### src/rtl/gpu_fb_pkg.sv
// Shared frame-buffer types and sizes for the 320x240 RGB pixel store.
// Used by the port arbiter, its host write FIFO and the bus interface.
package gpu_fb_pkg;

    localparam int PIX_ADDR_W   = 17;
    localparam int RGB_W        = 24;
    localparam int FB_PIXELS    = 76800;
    localparam int HOST_ENTRY_W = PIX_ADDR_W + RGB_W;

    typedef enum logic [1:0] {REQ_B, REQ_H, REQ_F, REQ_NONE} fb_req_t;
    typedef enum logic {ARB_FREE, ARB_LOCKED_B} arb_state_t;

    // Round-robin successor in the fixed B -> H -> F ring.
    function automatic fb_req_t rr_next(input fb_req_t r);
        case (r)
            REQ_B:   return REQ_H;
            REQ_H:   return REQ_F;
            default: return REQ_B;
        endcase
    endfunction

endpackage

### src/rtl/fb_port_arbiter_if.sv
// Requester and frame-buffer side signals of the frame-buffer port arbiter.
// master = requesters plus memory model, slave = the arbiter.
interface fb_port_arbiter_if;
    import gpu_fb_pkg::*;

    logic                  b_req;
    logic                  b_we;
    logic                  b_lock;
    logic [PIX_ADDR_W-1:0] b_addr;
    logic [RGB_W-1:0]      b_wdata;
    logic                  b_gnt;
    logic                  b_rvalid;
    logic                  h_write;
    logic [PIX_ADDR_W-1:0] h_addr;
    logic [RGB_W-1:0]      h_wdata;
    logic                  h_full;
    logic                  h_overflow;
    logic                  f_req;
    logic [PIX_ADDR_W-1:0] f_addr;
    logic                  f_gnt;
    logic                  f_rvalid;
    logic [RGB_W-1:0]      rdata;
    logic                  lock_err;
    logic                  mem_rd;
    logic                  mem_we;
    logic [PIX_ADDR_W-1:0] mem_addr;
    logic [RGB_W-1:0]      mem_wdata;
    logic [RGB_W-1:0]      mem_rdata;

    modport master (
        output b_req, b_we, b_lock, b_addr, b_wdata,
        output h_write, h_addr, h_wdata,
        output f_req, f_addr,
        output mem_rdata,
        input  b_gnt, b_rvalid, h_full, h_overflow, f_gnt, f_rvalid,
        input  rdata, lock_err, mem_rd, mem_we, mem_addr, mem_wdata
    );

    modport slave (
        input  b_req, b_we, b_lock, b_addr, b_wdata,
        input  h_write, h_addr, h_wdata,
        input  f_req, f_addr,
        input  mem_rdata,
        output b_gnt, b_rvalid, h_full, h_overflow, f_gnt, f_rvalid,
        output rdata, lock_err, mem_rd, mem_we, mem_addr, mem_wdata
    );

endinterface

### src/rtl/fb_host_fifo.sv
// Synchronous FIFO buffering host pixel writes as {addr, wdata} entries.
// Writes arriving while full are dropped and latch a sticky overflow flag.
module fb_host_fifo
    import gpu_fb_pkg::*;
#(
    parameter int DEPTH = 4
) (
    input  logic                    clk,
    input  logic                    reset,
    input  logic                    wr,
    input  logic [HOST_ENTRY_W-1:0] wr_data,
    input  logic                    rd,
    output logic [HOST_ENTRY_W-1:0] rd_data,
    output logic                    full,
    output logic                    empty,
    output logic                    overflow
);
    localparam int PTR_W = $clog2(DEPTH);

    logic [HOST_ENTRY_W-1:0] store [DEPTH];
    logic [PTR_W-1:0]        wr_ptr;
    logic [PTR_W-1:0]        rd_ptr;
    logic [PTR_W:0]          count;
    logic                    push;
    logic                    pop;

    // Fullness is judged on the registered count, so a same-cycle pop never frees a slot for a push.
    assign full    = (count == (PTR_W + 1)'(DEPTH));
    assign empty   = (count == '0);
    assign push    = wr && !full;
    assign pop     = rd && !empty;
    assign rd_data = store[rd_ptr];

    always_ff @(posedge clk) begin
        if (reset) begin
            wr_ptr   <= '0;
            rd_ptr   <= '0;
            count    <= '0;
            overflow <= 1'b0;
        end else begin
            if (push) wr_ptr <= wr_ptr + PTR_W'(1);
            if (pop)  rd_ptr <= rd_ptr + PTR_W'(1);
            count <= count + (PTR_W + 1)'(push) - (PTR_W + 1)'(pop);
            if (wr && full) overflow <= 1'b1;
        end
    end

    always_ff @(posedge clk) begin
        if (push) store[wr_ptr] <= wr_data;
    end

endmodule

### src/rtl/fb_port_arbiter.sv
// Round-robin arbiter sharing the single-port frame buffer between blender, host FIFO and flush reader,
// with a blender lock for atomic read-modify-write and tagged read-data return.
module fb_port_arbiter
    import gpu_fb_pkg::*;
#(
    parameter int HOST_FIFO_DEPTH = 4,
    parameter int READ_LATENCY    = 1,
    parameter int LOCK_MAX        = 16
) (
    input  logic             clk,
    input  logic             reset,
    fb_port_arbiter_if.slave bus
);
    localparam int CNT_W = $clog2(LOCK_MAX + 1);

    arb_state_t              state;
    arb_state_t              state_nxt;
    fb_req_t                 rr_ptr;
    fb_req_t                 rr_nxt;
    fb_req_t                 winner;
    fb_req_t                 cand;
    fb_req_t                 rd_tag;
    fb_req_t                 tag_exit;
    fb_req_t                 tag_p [READ_LATENCY];
    logic [CNT_W-1:0]        lock_cnt;
    logic [CNT_W-1:0]        lock_cnt_nxt;
    logic                    force_rel;
    logic                    h_empty;
    logic [HOST_ENTRY_W-1:0] h_head;

    function automatic logic is_req(input fb_req_t c, input logic rb, input logic rh, input logic rf);
        case (c)
            REQ_B:   return rb;
            REQ_H:   return rh;
            REQ_F:   return rf;
            default: return 1'b0;
        endcase
    endfunction

    fb_host_fifo #(
        .DEPTH(HOST_FIFO_DEPTH)
    ) u_host_fifo (
        .clk      (clk),
        .reset    (reset),
        .wr       (bus.h_write),
        .wr_data  ({bus.h_addr, bus.h_wdata}),
        .rd       (winner == REQ_H),
        .rd_data  (h_head),
        .full     (bus.h_full),
        .empty    (h_empty),
        .overflow (bus.h_overflow)
    );

    // Grant selection: B-only while locked, otherwise first requester from rr_ptr.
    always_comb begin
        winner = REQ_NONE;
        cand   = rr_ptr;
        if (!reset) begin
            if (state == ARB_LOCKED_B) begin
                if (bus.b_req) winner = REQ_B;
            end else begin
                for (int i = 0; i < 3; i++) begin
                    if (winner == REQ_NONE && is_req(cand, bus.b_req, !h_empty, bus.f_req)) winner = cand;
                    cand = rr_next(cand);
                end
            end
        end
    end

    assign bus.b_gnt = (winner == REQ_B);
    assign bus.f_gnt = (winner == REQ_F);

    always_comb begin
        rd_tag = REQ_NONE;
        if (winner == REQ_B && !bus.b_we) rd_tag = REQ_B;
        if (winner == REQ_F)              rd_tag = REQ_F;
    end

    always_comb begin
        state_nxt    = state;
        rr_nxt       = rr_ptr;
        lock_cnt_nxt = lock_cnt;
        force_rel    = 1'b0;
        case (state)
            ARB_FREE: begin
                lock_cnt_nxt = '0;
                // Taking the lock leaves the pointer alone so B keeps its turn position.
                if (winner == REQ_B && bus.b_lock) state_nxt = ARB_LOCKED_B;
                else if (winner != REQ_NONE)       rr_nxt = rr_next(winner);
            end
            ARB_LOCKED_B: begin
                lock_cnt_nxt = lock_cnt + CNT_W'(1);
                if (!bus.b_lock) begin
                    state_nxt = ARB_FREE;
                    if (winner == REQ_B) rr_nxt = REQ_H;
                end else if (lock_cnt == CNT_W'(LOCK_MAX - 1)) begin
                    state_nxt = ARB_FREE;
                    rr_nxt    = REQ_H;
                    force_rel = 1'b1;
                end
            end
            default: state_nxt = ARB_FREE;
        endcase
    end

    always_ff @(posedge clk) begin
        if (reset) begin
            state        <= ARB_FREE;
            rr_ptr       <= REQ_B;
            lock_cnt     <= '0;
            bus.lock_err <= 1'b0;
        end else begin
            state    <= state_nxt;
            rr_ptr   <= rr_nxt;
            lock_cnt <= lock_cnt_nxt;
            if (force_rel) bus.lock_err <= 1'b1;
        end
    end

    // Read tag pipe: a tag leaves after READ_LATENCY stages, when mem_rdata for that read is present.
    always_ff @(posedge clk) begin
        if (reset) begin
            for (int i = 0; i < READ_LATENCY; i++) tag_p[i] <= REQ_NONE;
        end else begin
            tag_p[0] <= rd_tag;
            for (int i = 1; i < READ_LATENCY; i++) tag_p[i] <= tag_p[i-1];
        end
    end

    assign tag_exit = tag_p[READ_LATENCY-1];

    // Registered memory access and read-return stage.
    always_ff @(posedge clk) begin
        if (reset) begin
            bus.mem_rd    <= 1'b0;
            bus.mem_we    <= 1'b0;
            bus.mem_addr  <= '0;
            bus.mem_wdata <= '0;
            bus.b_rvalid  <= 1'b0;
            bus.f_rvalid  <= 1'b0;
            bus.rdata     <= '0;
        end else begin
            bus.mem_rd <= 1'b0;
            bus.mem_we <= 1'b0;
            case (winner)
                REQ_B: begin
                    bus.mem_addr <= bus.b_addr;
                    if (bus.b_we) begin
                        bus.mem_we    <= 1'b1;
                        bus.mem_wdata <= bus.b_wdata;
                    end else begin
                        bus.mem_rd <= 1'b1;
                    end
                end
                REQ_H: begin
                    bus.mem_we    <= 1'b1;
                    bus.mem_addr  <= h_head[HOST_ENTRY_W-1 -: PIX_ADDR_W];
                    bus.mem_wdata <= h_head[RGB_W-1:0];
                end
                REQ_F: begin
                    bus.mem_rd   <= 1'b1;
                    bus.mem_addr <= bus.f_addr;
                end
                default: ;
            endcase
            bus.b_rvalid <= (tag_exit == REQ_B);
            bus.f_rvalid <= (tag_exit == REQ_F);
            if (tag_exit == REQ_B || tag_exit == REQ_F) bus.rdata <= bus.mem_rdata;
        end
    end

endmodule

### src/flat_wrapper.sv
// flat-port wrapper written by rule: the top's interface ports become plain ports
module fb_port_arbiter_flat import gpu_fb_pkg::*;
#(
    parameter int HOST_FIFO_DEPTH = 4,
    parameter int READ_LATENCY    = 1,
    parameter int LOCK_MAX        = 16
)
  (clk, reset, bus_b_req, bus_b_we, bus_b_lock, bus_b_addr, bus_b_wdata, bus_h_write, bus_h_addr, bus_h_wdata, bus_f_req, bus_f_addr, bus_mem_rdata, bus_b_gnt, bus_b_rvalid, bus_h_full, bus_h_overflow, bus_f_gnt, bus_f_rvalid, bus_rdata, bus_lock_err, bus_mem_rd, bus_mem_we, bus_mem_addr, bus_mem_wdata);
  fb_port_arbiter_if bus_i ();
  input  logic clk;
  input  logic reset;
  input wire logic [$bits(bus_i.b_req)-1:0] bus_b_req;
  input wire logic [$bits(bus_i.b_we)-1:0] bus_b_we;
  input wire logic [$bits(bus_i.b_lock)-1:0] bus_b_lock;
  input wire logic [$bits(bus_i.b_addr)-1:0] bus_b_addr;
  input wire logic [$bits(bus_i.b_wdata)-1:0] bus_b_wdata;
  input wire logic [$bits(bus_i.h_write)-1:0] bus_h_write;
  input wire logic [$bits(bus_i.h_addr)-1:0] bus_h_addr;
  input wire logic [$bits(bus_i.h_wdata)-1:0] bus_h_wdata;
  input wire logic [$bits(bus_i.f_req)-1:0] bus_f_req;
  input wire logic [$bits(bus_i.f_addr)-1:0] bus_f_addr;
  input wire logic [$bits(bus_i.mem_rdata)-1:0] bus_mem_rdata;
  output wire logic [$bits(bus_i.b_gnt)-1:0] bus_b_gnt;
  output wire logic [$bits(bus_i.b_rvalid)-1:0] bus_b_rvalid;
  output wire logic [$bits(bus_i.h_full)-1:0] bus_h_full;
  output wire logic [$bits(bus_i.h_overflow)-1:0] bus_h_overflow;
  output wire logic [$bits(bus_i.f_gnt)-1:0] bus_f_gnt;
  output wire logic [$bits(bus_i.f_rvalid)-1:0] bus_f_rvalid;
  output wire logic [$bits(bus_i.rdata)-1:0] bus_rdata;
  output wire logic [$bits(bus_i.lock_err)-1:0] bus_lock_err;
  output wire logic [$bits(bus_i.mem_rd)-1:0] bus_mem_rd;
  output wire logic [$bits(bus_i.mem_we)-1:0] bus_mem_we;
  output wire logic [$bits(bus_i.mem_addr)-1:0] bus_mem_addr;
  output wire logic [$bits(bus_i.mem_wdata)-1:0] bus_mem_wdata;
  assign bus_i.b_req = bus_b_req;
  assign bus_i.b_we = bus_b_we;
  assign bus_i.b_lock = bus_b_lock;
  assign bus_i.b_addr = bus_b_addr;
  assign bus_i.b_wdata = bus_b_wdata;
  assign bus_i.h_write = bus_h_write;
  assign bus_i.h_addr = bus_h_addr;
  assign bus_i.h_wdata = bus_h_wdata;
  assign bus_i.f_req = bus_f_req;
  assign bus_i.f_addr = bus_f_addr;
  assign bus_i.mem_rdata = bus_mem_rdata;
  assign bus_b_gnt = bus_i.b_gnt;
  assign bus_b_rvalid = bus_i.b_rvalid;
  assign bus_h_full = bus_i.h_full;
  assign bus_h_overflow = bus_i.h_overflow;
  assign bus_f_gnt = bus_i.f_gnt;
  assign bus_f_rvalid = bus_i.f_rvalid;
  assign bus_rdata = bus_i.rdata;
  assign bus_lock_err = bus_i.lock_err;
  assign bus_mem_rd = bus_i.mem_rd;
  assign bus_mem_we = bus_i.mem_we;
  assign bus_mem_addr = bus_i.mem_addr;
  assign bus_mem_wdata = bus_i.mem_wdata;
  fb_port_arbiter #(.HOST_FIFO_DEPTH(HOST_FIFO_DEPTH), .READ_LATENCY(READ_LATENCY), .LOCK_MAX(LOCK_MAX)) u_core (.clk(clk), .reset(reset), .bus(bus_i));
endmodule
### config.mk
export PLATFORM = sky130hd
export DESIGN_NAME = fb_port_arbiter_flat
export DESIGN_NICKNAME = d
export VERILOG_FILES = /design/src/rtl/gpu_fb_pkg.sv /design/src/rtl/fb_port_arbiter_if.sv /design/src/rtl/fb_host_fifo.sv /design/src/rtl/fb_port_arbiter.sv /design/src/flat_wrapper.sv
export SDC_FILE = /design/constraint.sdc
export NUM_CORES = 1
export LEC_CHECK = 0
export CAP_MARGIN = 10
export CELL_PAD_IN_SITES_DETAIL_PLACEMENT = 0
export CELL_PAD_IN_SITES_GLOBAL_PLACEMENT = 1
export CORE_ASPECT_RATIO = 1.2
export CORE_MARGIN = 2
export CORE_UTILIZATION = 45
export CTS_CLUSTER_SIZE = 30
export DETAILED_ROUTE_END_ITERATION = 10
export HOLD_SLACK_MARGIN = 0.05
export PLACE_DENSITY_LB_ADDON = 0.2
export SLEW_MARGIN = 20
export SYNTH_ARGS = -nofsm -noshare
export SYNTH_HDL_FRONTEND = slang
export SYNTH_SLANG_ARGS = --single-unit
### constraint.sdc
create_clock -name clk -period 5.7 [get_ports clk]
set_clock_uncertainty 0.15 [all_clocks]
set_input_delay 0.855 -clock clk [delete_from_list [all_inputs] [get_ports clk]]
set_output_delay 0.855 -clock clk [all_outputs]
set_load 0.05 [all_outputs]
==> results of run 1 <==
-- per-stage QoR --
stage | setup slack, ps | instance area [µm²]
3_5_place_dp | 1411 | 12240
5_1_grt | 1239 | 13100
3_3_place_gp | 1539 | 12240
2_1_floorplan | 2171 | 10060
4_1_cts | 1472 | 13100
6_report | 1404 | 13100
-- sequential cells by signal (all words and copies together) (netlist names), 2 cells and up, named ones only --
| name | cells |
|---|---|
| u_core.bus.mem_addr | 17 |
| u_core.bus.mem_wdata | 24 |
| u_core.bus.rdata | 24 |
| u_core.lock_cnt | 5 |
| u_core.rr_ptr | 2 |
| u_core.tag_p | 2 |
| u_core.u_host_fifo.count | 3 |
| u_core.u_host_fifo.rd_ptr | 2 |
| u_core.u_host_fifo.store | 164 |
| u_core.u_host_fifo.wr_ptr | 2 |
-- how the worst min path moves through the flow --
stage	from	slack, ps	cells after the start	to
3_3_place_gp	u_core.tag_p[0][1]	250	1	u_core.bus.b_rvalid
6_report	u_core.tag_p[0][1]	270	1	u_core.bus.b_rvalid
4_1_cts	u_core.tag_p[0][1]	270	1	u_core.bus.b_rvalid
5_1_grt	u_core.tag_p[0][1]	280	1	u_core.bus.b_rvalid
3_5_place_dp	u_core.tag_p[0][1]	260	1	u_core.bus.b_rvalid
2_1_floorplan	u_core.tag_p[0][1]	240	1	u_core.bus.b_rvalid
-- final cells by class --
class                           instances  area, µm²  area share [%]
Antenna cell                            1      2.502         0.01910
Clock buffer                           34      721.9           5.510
Clock inverter                         14      135.1           1.031
Inverter                               14      52.55          0.4011
Multi-Input combinational cell        359       3023           23.07
Sequential cell                       254       6729           51.36
Tap cell                              274      342.8           2.617
Timing Repair Buffer                  212       2095           15.99
-- report_power, final --
group	internal, mW	switching, mW
Combinational	0.622	1.02
Clock	1.02	0.668
Sequential	2.22	0.138
Total	3.86	1.83
-- layout by cell type, fill, tap and decap left out, drive strengths merged, types with 4 or more instances in the layout --
cell / netlist / routed
inv: 13 / 13
nor3: 4 / 4
nor2: 37 / 37
a21oi: 31 / 31
buf: 35 / 10
o22ai: 16 / 16
clkinv: 1 / 12
mux2i: 24 / 24
edfxtp: 164 / 164
mux2: 84 / 84
ha: 13 / 13
a221oi: 18 / 18
and3: 6 / 6
clkbuf: 13 / 34
o21ai: 30 / 30
dfxtp: 90 / 90
a211oi: 19 / 19
nand2: 21 / 21
a222oi: 24 / 24
clkdlybuf4s50: 0 / 202
-- per-layer routing --
layer  share of wire [%]  global-route usage, %  vias up  routed length, µm
li1                    -                      -     2996                  -
met1                  40                  22.85     3247               9581
met2                  53                  37.77      201              12640
met3                 5.5                  3.470       34               1333
met4                 2.0                  5.957        2                486
met5               0.050                      0        -                 12
-- cell families (layout without fill, tap and decap cells) --
group                      after synthesis  count (layout)
AOI/OAI and AO/OA                      146             146
xor gates and xnor gates                 5               5
adders and majority gates               14              14
buffers and inverters                   62             274
DFF                                    254             254
muxes                                  108             108
other                                    0               1
and+or+nand+nor                         86              86
==> flow_summary_export.csv, run 1 <==
group,metric,value,unit
clock_tree,cts_buffer_depth,3,
drt,dr.first_iter.drc_count,408,
worst_setup_path,setup.worst_path.end_class,"primary output",
worst_setup_path,path_buf_inv,2,
sta,fin_crit_sh,75.37,%
logic_synthesis,synth-xor-area-share,0.4352,%
drt,num_vias,6480,
clock_tree,cts_tree,"yes",
worst_setup_path,start_kind,"input port",
clock_tree,cts_sinks,254,
finish,fin_cells,1162,
place,post-dp-hpwl,15160,µm
worst_setup_path,r2r-end,"u_core.u_host_fifo.count[2]",
worst_setup_path,worst-setup-path-type,"in2out",
floorplanning,die_x,140.5,µm
logic_synthesis,synth_common_cells,"edfxtp_1 (164), dfxtp_1 (90), mux2_2 (43)",
worst_setup_path,crit_end,"bus_b_gnt",
worst_setup_path,path_common_cell,"clkdlybuf4s50_1",
global_routing,gr-usage-all-layers,19.90,%
floorplanning,core,21850,µm²
logic_synthesis,synth_seq_area_share,66.84,%
logic_synthesis,synth-async-reset-ratio,0,%
sta,rsz0062_at_grt,"false",
logic_synthesis,yosys.area_share.simple,3.966,%
place,place_inst,1113,
logic_synthesis,synth.avg_cell_area,14.91,µm²
floorplanning,ioPinCount,204,
clock_tree,clkLatencyLatePin,520,ps
logic_synthesis,synth_edf_count,164,
worst_setup_path,timing.rr.start,"u_core.u_host_fifo.count[2]",
logic_synthesis,synthAdderAreaFrac,1.815,%
global_routing,antenna_found_initial,2,
finish,area_growth,30.19,%
worst_setup_path,cp.required,4700,ps
logic_synthesis,synthesis.area,10060,µm²
power,powerDensity,434.3,nW/µm²
place,routabilityCongestion,0.7715,
worst_setup_path,crit_start,"bus_b_req",
sta,fmaxAchievable,232.8,MHz
worst_hold_path,hp-class,"reg2reg",
clock_tree,postCtsHoldBufs,0,
worst_setup_path,crit_family,"buffers and inverters",
clock_tree,cts_setup_buffers,0,
sta,setup_viol,0,
floorplanning,start_util,46.05,%
logic_synthesis,yosysMostFrequentCell,"edfxtp_1",
clock_tree,htreeDepth,1,
drt,vias_per_cell,5.577,
worst_setup_path,worstPathMaxFanout,7,
sta,holdWs,268.8,ps
job,drv_cap,0,
sta,slew-limit-headroom,26.19,%
logic_synthesis,synth_top_cell_by_area,"edfxtp_1",
sta,finalHoldViolCount,0,
worst_setup_path,cp.depth,5,
worst_setup_path,cp.arrival,3290,ps
drt,wl_per_cell,20.70,µm
global_routing,grt_max_degree,50,
worst_setup_path,reg2reg_depth,13,
clock_tree,cts.clk_slew.worst_paths,60,ps
floorplanning,die_h,167.8,µm
clock_tree,cts-root-buf,"clkbuf_16",
power,ir_drop,0.0003135,V
sta,fin_tns_setup,0,ps
logic_synthesis,synth_cell_types,50,
worst_setup_path,reg2reg_slack,2100,ps
sta,min_period,4296,ps
clock_tree,cts_made_buffers,26,
power,p_leak,4.644,nW
logic_synthesis,synth.ff_latch_count,254,
floorplanning,dieArea,23580,µm²
logic_synthesis,yosysWarnings,0,
finish,layout-drive-gt1-share,15.67,%
global_routing,grt_first_pass_wirelength,36870,µm
clock_tree,cts_resized,0,
logic_synthesis,synth_compound_area_share,11.39,%
logic_synthesis,synth_top_family_by_area,"multiplexers",
place,portBuffers,203,
run_status,outcome,"finished clean",
logic_synthesis,muxShareOfSynthArea,12.35,%
drt,finalWirelength,24050,µm
logic_synthesis,synth_ff_type,"edfxtp_1",
logic_synthesis,synth_area_leaders,"edfxtp_1 (49%), dfxtp_1 (18%), mux2_2 (4.8%), mux2_1 (2.9%), a222oi_1 (2.4%)",
logic_synthesis,syn_nets,819,
global_routing,grt.overflow.total,0,
floorplanning,rows,59,
drt,dr.pass1.iters,5,
finish,final_nets,1011,
logic_synthesis,yosysTopAreaCellShare,48.94,%
finish,nFillCells,1696,
drt,drc,0,
sta,drv_slew,0,
finish,post-route-util,59.96,%
power,finalPower,5.690,mW
logic_synthesis,synth_cells,675,
sta,tightest_slew,1107,ps
worst_setup_path,worst_path_largest_cell_delay,770,ps
global_routing,grt_pass1_vias,6904,
drt,ant_nets,0,
worst_setup_path,worstPathCellList,"clkdlybuf4s50_1 > a2111oi_1 > nor3_1 > ha_1 > clkdlybuf4s50_1",
worst_setup_path,slowest_stage,"clkdlybuf4s50_1",
(Power assumes the default switching activity.)
==> run 2, diff against run 1 <==
CORE_UTILIZATION = 38   (was 45)
clock period = 3.63 ns   (was 5.7 ns; I/O delays follow)
==> flow_summary_export.csv, run 2 (synthesized netlist as in run 1, its figures left out) <==
group,metric,value,unit
power,pwr-share-seq,40.9,%
power,ir_drop,0.0004583,V
finish,ff_latch_area,6729,µm²
clock_tree,cts_resized,0,
power,p_leak,4.711,nW
global_routing,gr-usage-all-layers,17.05,%
power,p_int,6.121,mW
floorplanning,rows,65,
drt,finalWirelength,24420,µm
global_routing,grt.overflow.total,0,
floorplanning,ioPinCount,204,
drt,wl_per_cell,19.82,µm
drt,dr.first_iter.drc_count,346,
drt,vias_per_cell,5.196,
clock_tree,cts_sinks,254,
power,netSwitchingFraction,32.32,%
worst_setup_path,cp.required,2940,ps
clock_tree,clkLatencyLatePin,530,ps
sta,tightest_slew,973.6,ps
floorplanning,start_util,38.43,%
sta,fmaxAchievable,309.1,MHz
global_routing,grt_pass1_vias,6900,
global_routing,antenna_found_initial,0,
worst_setup_path,reg2reg_slack,470,ps
finish,multi_input_area,3022,µm²
sta,finalHoldViolCount,0,
sta,fin_tns_setup,0,ps
sta,fin_crit_sh,89.14,%
place,routabilityCongestion,0.7633,
drt,drc,0,
sta,slew-limit-headroom,35.09,%
power,pwr-share-clk,29.8,%
power,finalPower,9.044,mW
worst_setup_path,worst-setup-path-type,"reg2out",
clock_tree,cts_tree,"yes",
global_routing,grt_max_degree,58,
finish,regMostFlops,"u_core.u_host_fifo.store",
sta,setup_viol,0,
worst_setup_path,worstPathMaxFanout,6,
worst_setup_path,cp.arrival,2540,ps
power,p_switching,2.923,mW
clock_tree,cts_buffer_depth,3,
drt,num_vias,6402,
place,portBuffers,203,
finish,final_cell_mix,"clkdlybuf4s50_1 (200), edfxtp_1 (164), dfxtp_1 (88)",
global_routing,grt_first_pass_wirelength,37560,µm
floorplanning,die_h,182.3,µm
finish,largest_reg_flops,164,
worst_setup_path,start_kind,"register",
power,p_comb_share,29.4,%
sta,holdWs,273.5,ps
clock_tree,htreeDepth,1,
finish,reg_top3,"u_core.u_host_fifo.store (164), u_core.bus.mem_wdata (24), u_core.bus.rdata (24)",
place,post-dp-hpwl,14850,µm
finish,area_growth,32.54,%
sta,min_period,3236,ps
finish,final_nets,1020,
place,dp_slack,42.27,ps
sta,setup_ws,394.4,ps
clock_tree,cts.clk_slew.worst_paths,60,ps
floorplanning,die_x,152.6,µm
clock_tree,cts_setup_buffers,0,
drt,ant_nets,0,
finish,nFillCells,2228,
finish,layout.cells.most_common,"clkdlybuf4s50_1",
sta,rsz0062_at_grt,"false",
clock_tree,postCtsHoldBufs,0,
finish,antenna_cells,0,
run_status,outcome,"finished clean",
place,place_area,12460,µm²
floorplanning,core,26190,µm²
drt,dr.pass1.iters,7,
job,drv_cap,0,
floorplanning,dieArea,27810,µm²
clock_tree,cts_made_buffers,27,
worst_setup_path,setup.worst_path.end_class,"primary output",
worst_hold_path,hp-class,"reg2reg",
clock_tree,cts-root-buf,"clkbuf_16",
power,powerDensity,678.1,nW/µm²
finish,layout-drive-gt1-share,16.83,%
finish,fin_area,13340,µm²
sta,drv_slew,0,
## run 2: per-stage QoR
stage / std cells / utilization [%]
6_report: 1232 / 50.93
5_1_grt: 1232 / 50.93
4_1_cts: 1232 / 50.93
3_5_place_dp: 1182 / 47.58
3_3_place_gp: 1182 / 47.58
2_1_floorplan: 675 / -
## run 2: worst paths after layout
| kind | cells after the start | start | endpoint |
|---|---|---|---|
| max | 6 | u_core.u_host_fifo.count[2] | bus_f_gnt |
| min reg2reg | 1 | u_core.tag_p[0][1] | u_core.bus.b_rvalid |
| max reg2reg | 8 | u_core.state | u_core.bus.mem_addr[0] |
| min | 1 | u_core.tag_p[0][1] | u_core.bus.b_rvalid |
## run 2: metal layers
| layer | share of wire [%] | routed length (µm) | global-route usage, % | vias to the layer above |
|---|---|---|---|---|
| met2 | 51 | 12370 | 31.17 | 213 |
| met1 | 41 | 10130 | 20.59 | 3141 |
| li1 | - | - | - | 3019 |
| met3 | 6.0 | 1473 | 3.182 | 29 |
| met5 | 0 | 0 | 0 | - |
| met4 | 1.8 | 448 | 4.778 | 0 |
## run 2: power groups by stage
stage	Sequential [mW]	Clock [mW]	Combinational, mW
CTS	3.70	2.76	2.69
detailed placement	3.76	0	2.68
floorplan	4.36	0	1.13
global route	3.74	2.87	2.82
finish	3.70	2.69	2.66
global placement	3.74	0	2.65
## run 2: area by class of cell
cell class,count,area share [%]
Inverter,14,0.3940
Sequential cell,254,50.45
Tap cell,335,3.143
Clock inverter,11,0.8068
Timing Repair Buffer,220,16.77
Multi-Input combinational cell,359,22.65
Clock buffer,39,5.779
## run 2: critical path, cell delays in order, from the launching register on
cell and delay, ps:
dfxtp_1 350, nor3_2 420, a2111oi_1 130, buf_4 160
nor3_1 290, ha_1 480, buf_12 190
==> run 3, diff against run 2 <==
CTS_CLUSTER_DIAMETER = 80   (was unset)
==> flow_summary_export.csv, run 3 (synthesized netlist as in run 1, its figures left out) <==
group,metric,value,unit
place,dp_slack,42.27,ps
global_routing,grt_pass1_vias,6729,
job,drv_cap,0,
worst_setup_path,cp.required,2940,ps
clock_tree,cts_made_buffers,14,
clock_tree,clkLatencyLatePin,500,ps
clock_tree,cts_sinks,254,
clock_tree,cts_setup_buffers,0,
finish,post-route-util,49.39,%
worst_setup_path,reg2reg_slack,460,ps
floorplanning,dieArea,27810,µm²
sta,slew-limit-headroom,34.91,%
sta,tightest_slew,976.3,ps
finish,layout-drive-gt1-share,15.50,%
worst_setup_path,setup.worst_path.end_class,"primary output",
global_routing,grt_max_degree,58,
floorplanning,rows,65,
finish,final_nets,1007,
global_routing,grt.overflow.total,0,
power,ir_drop,0.0004032,V
finish,antenna_cells,0,
finish,multi_input_area,3022,µm²
clock_tree,cts_resized,0,
clock_tree,cts_tree,"yes",
floorplanning,ioPinCount,204,
place,place_inst,1182,
place,routabilityCongestion,0.7633,
clock_tree,htreeDepth,1,
sta,fmaxAchievable,311.2,MHz
run_status,outcome,"finished clean",
drt,wl_per_cell,19.93,µm
drt,vias_per_cell,5.210,
global_routing,grt_first_pass_wirelength,37010,µm
clock_tree,postCtsHoldBufs,0,
floorplanning,core,26190,µm²
power,p_leak,4.523,nW
global_routing,antenna_found_initial,0,
place,portBuffers,203,
worst_setup_path,start_kind,"register",
worst_setup_path,worstPathMaxFanout,6,
finish,largest_reg_flops,164,
finish,reg_top3,"u_core.u_host_fifo.store (164), u_core.bus.mem_wdata (24), u_core.bus.rdata (24)",
drt,dr.pass1.iters,10,
finish,fin_area,12930,µm²
finish,nFillCells,2263,
sta,setup_ws,416.7,ps
place,post-dp-hpwl,14850,µm
finish,ff_latch_area,6729,µm²
drt,finalWirelength,24040,µm
worst_setup_path,reg2reg_depth,8,
sta,fin_tns_setup,0,ps
power,powerDensity,630.7,nW/µm²
sta,rsz0062_at_grt,"false",
floorplanning,die_h,182.3,µm
global_routing,gr-usage-all-layers,16.78,%
sta,setup_viol,0,
drt,drc,0,
finish,final_cell_mix,"clkdlybuf4s50_1 (200), edfxtp_1 (164), dfxtp_1 (88)",
worst_hold_path,min_path_cells,1,
finish,fin_cells,1206,
clock_tree,cts.clk_slew.worst_paths,110,ps
place,place_area,12460,µm²
finish,regMostFlops,"u_core.u_host_fifo.store",
clock_tree,cts-root-buf,"clkbuf_16",
drt,ant_nets,0,
clock_tree,cts_buffer_depth,3,
finish,area_growth,28.53,%
worst_setup_path,worst-setup-path-type,"reg2out",
sta,drv_slew,0,
drt,dr.first_iter.drc_count,364,
sta,min_period,3213,ps
floorplanning,start_util,38.43,%
sta,finalHoldViolCount,0,
worst_setup_path,cp.arrival,2520,ps
worst_hold_path,hp-class,"reg2reg",
finish,layout.cells.most_common,"clkdlybuf4s50_1",
sta,fin_crit_sh,88.52,%
floorplanning,die_x,152.6,µm
drt,num_vias,6283,
[run 3: final cells by class]
type	instances	area share (%)
clock inverter	6	0.5223
tap	335	3.240
clock buffer	18	3.153
inverter	14	0.4063
multi-input combinational	359	23.36
timing repair buffer	220	17.30
sequential	254	52.02
[run 3: per-layer routing]
| layer | vias up | global-route usage [%] | routed length (µm) |
|---|---|---|---|
| met4 | 0 | 3.815 | 326 |
| li1 | 2979 | - | - |
| met5 | - | 0 | 0 |
| met1 | 3086 | 20.55 | 10020 |
| met3 | 25 | 2.968 | 1370 |
| met2 | 193 | 30.92 | 12320 |
[run 3: worst max-delay path, stage by stage (launching register included)]
cell       delay, ps
dfxtp_1          370
nor3_2           410
a2111oi_1        120
buf_4            160
nor3_1           290
ha_1             470
buf_12           190
[run 3: power breakdown]
| part | switching (mW) | internal, mW | leakage (nW) |
|---|---|---|---|
| sequential | 0.214 | 3.47 | 2.24 |
| clock | 0.969 | 0.845 | 0.234 |
| combinational | 1.63 | 1.03 | 2.05 |
[run 3: final timing paths]
kind / end / start
worst max-delay path: bus_f_gnt / u_core.u_host_fifo.count[2]
worst min-delay path: u_core.bus.b_rvalid / u_core.tag_p[0][1]
worst max register to register: u_core.bus.mem_addr[16] / u_core.state
worst min register to register: u_core.bus.b_rvalid / u_core.tag_p[0][1]
[run 3: stage by stage]
step	total power, mW	hold slack [ps]
after global placement	6.393	251.6
after global routing	8.526	312.7
after detailed placement	6.436	265.2
after CTS	8.265	290.1
final	8.158	289.2
after floorplan	5.491	239.1
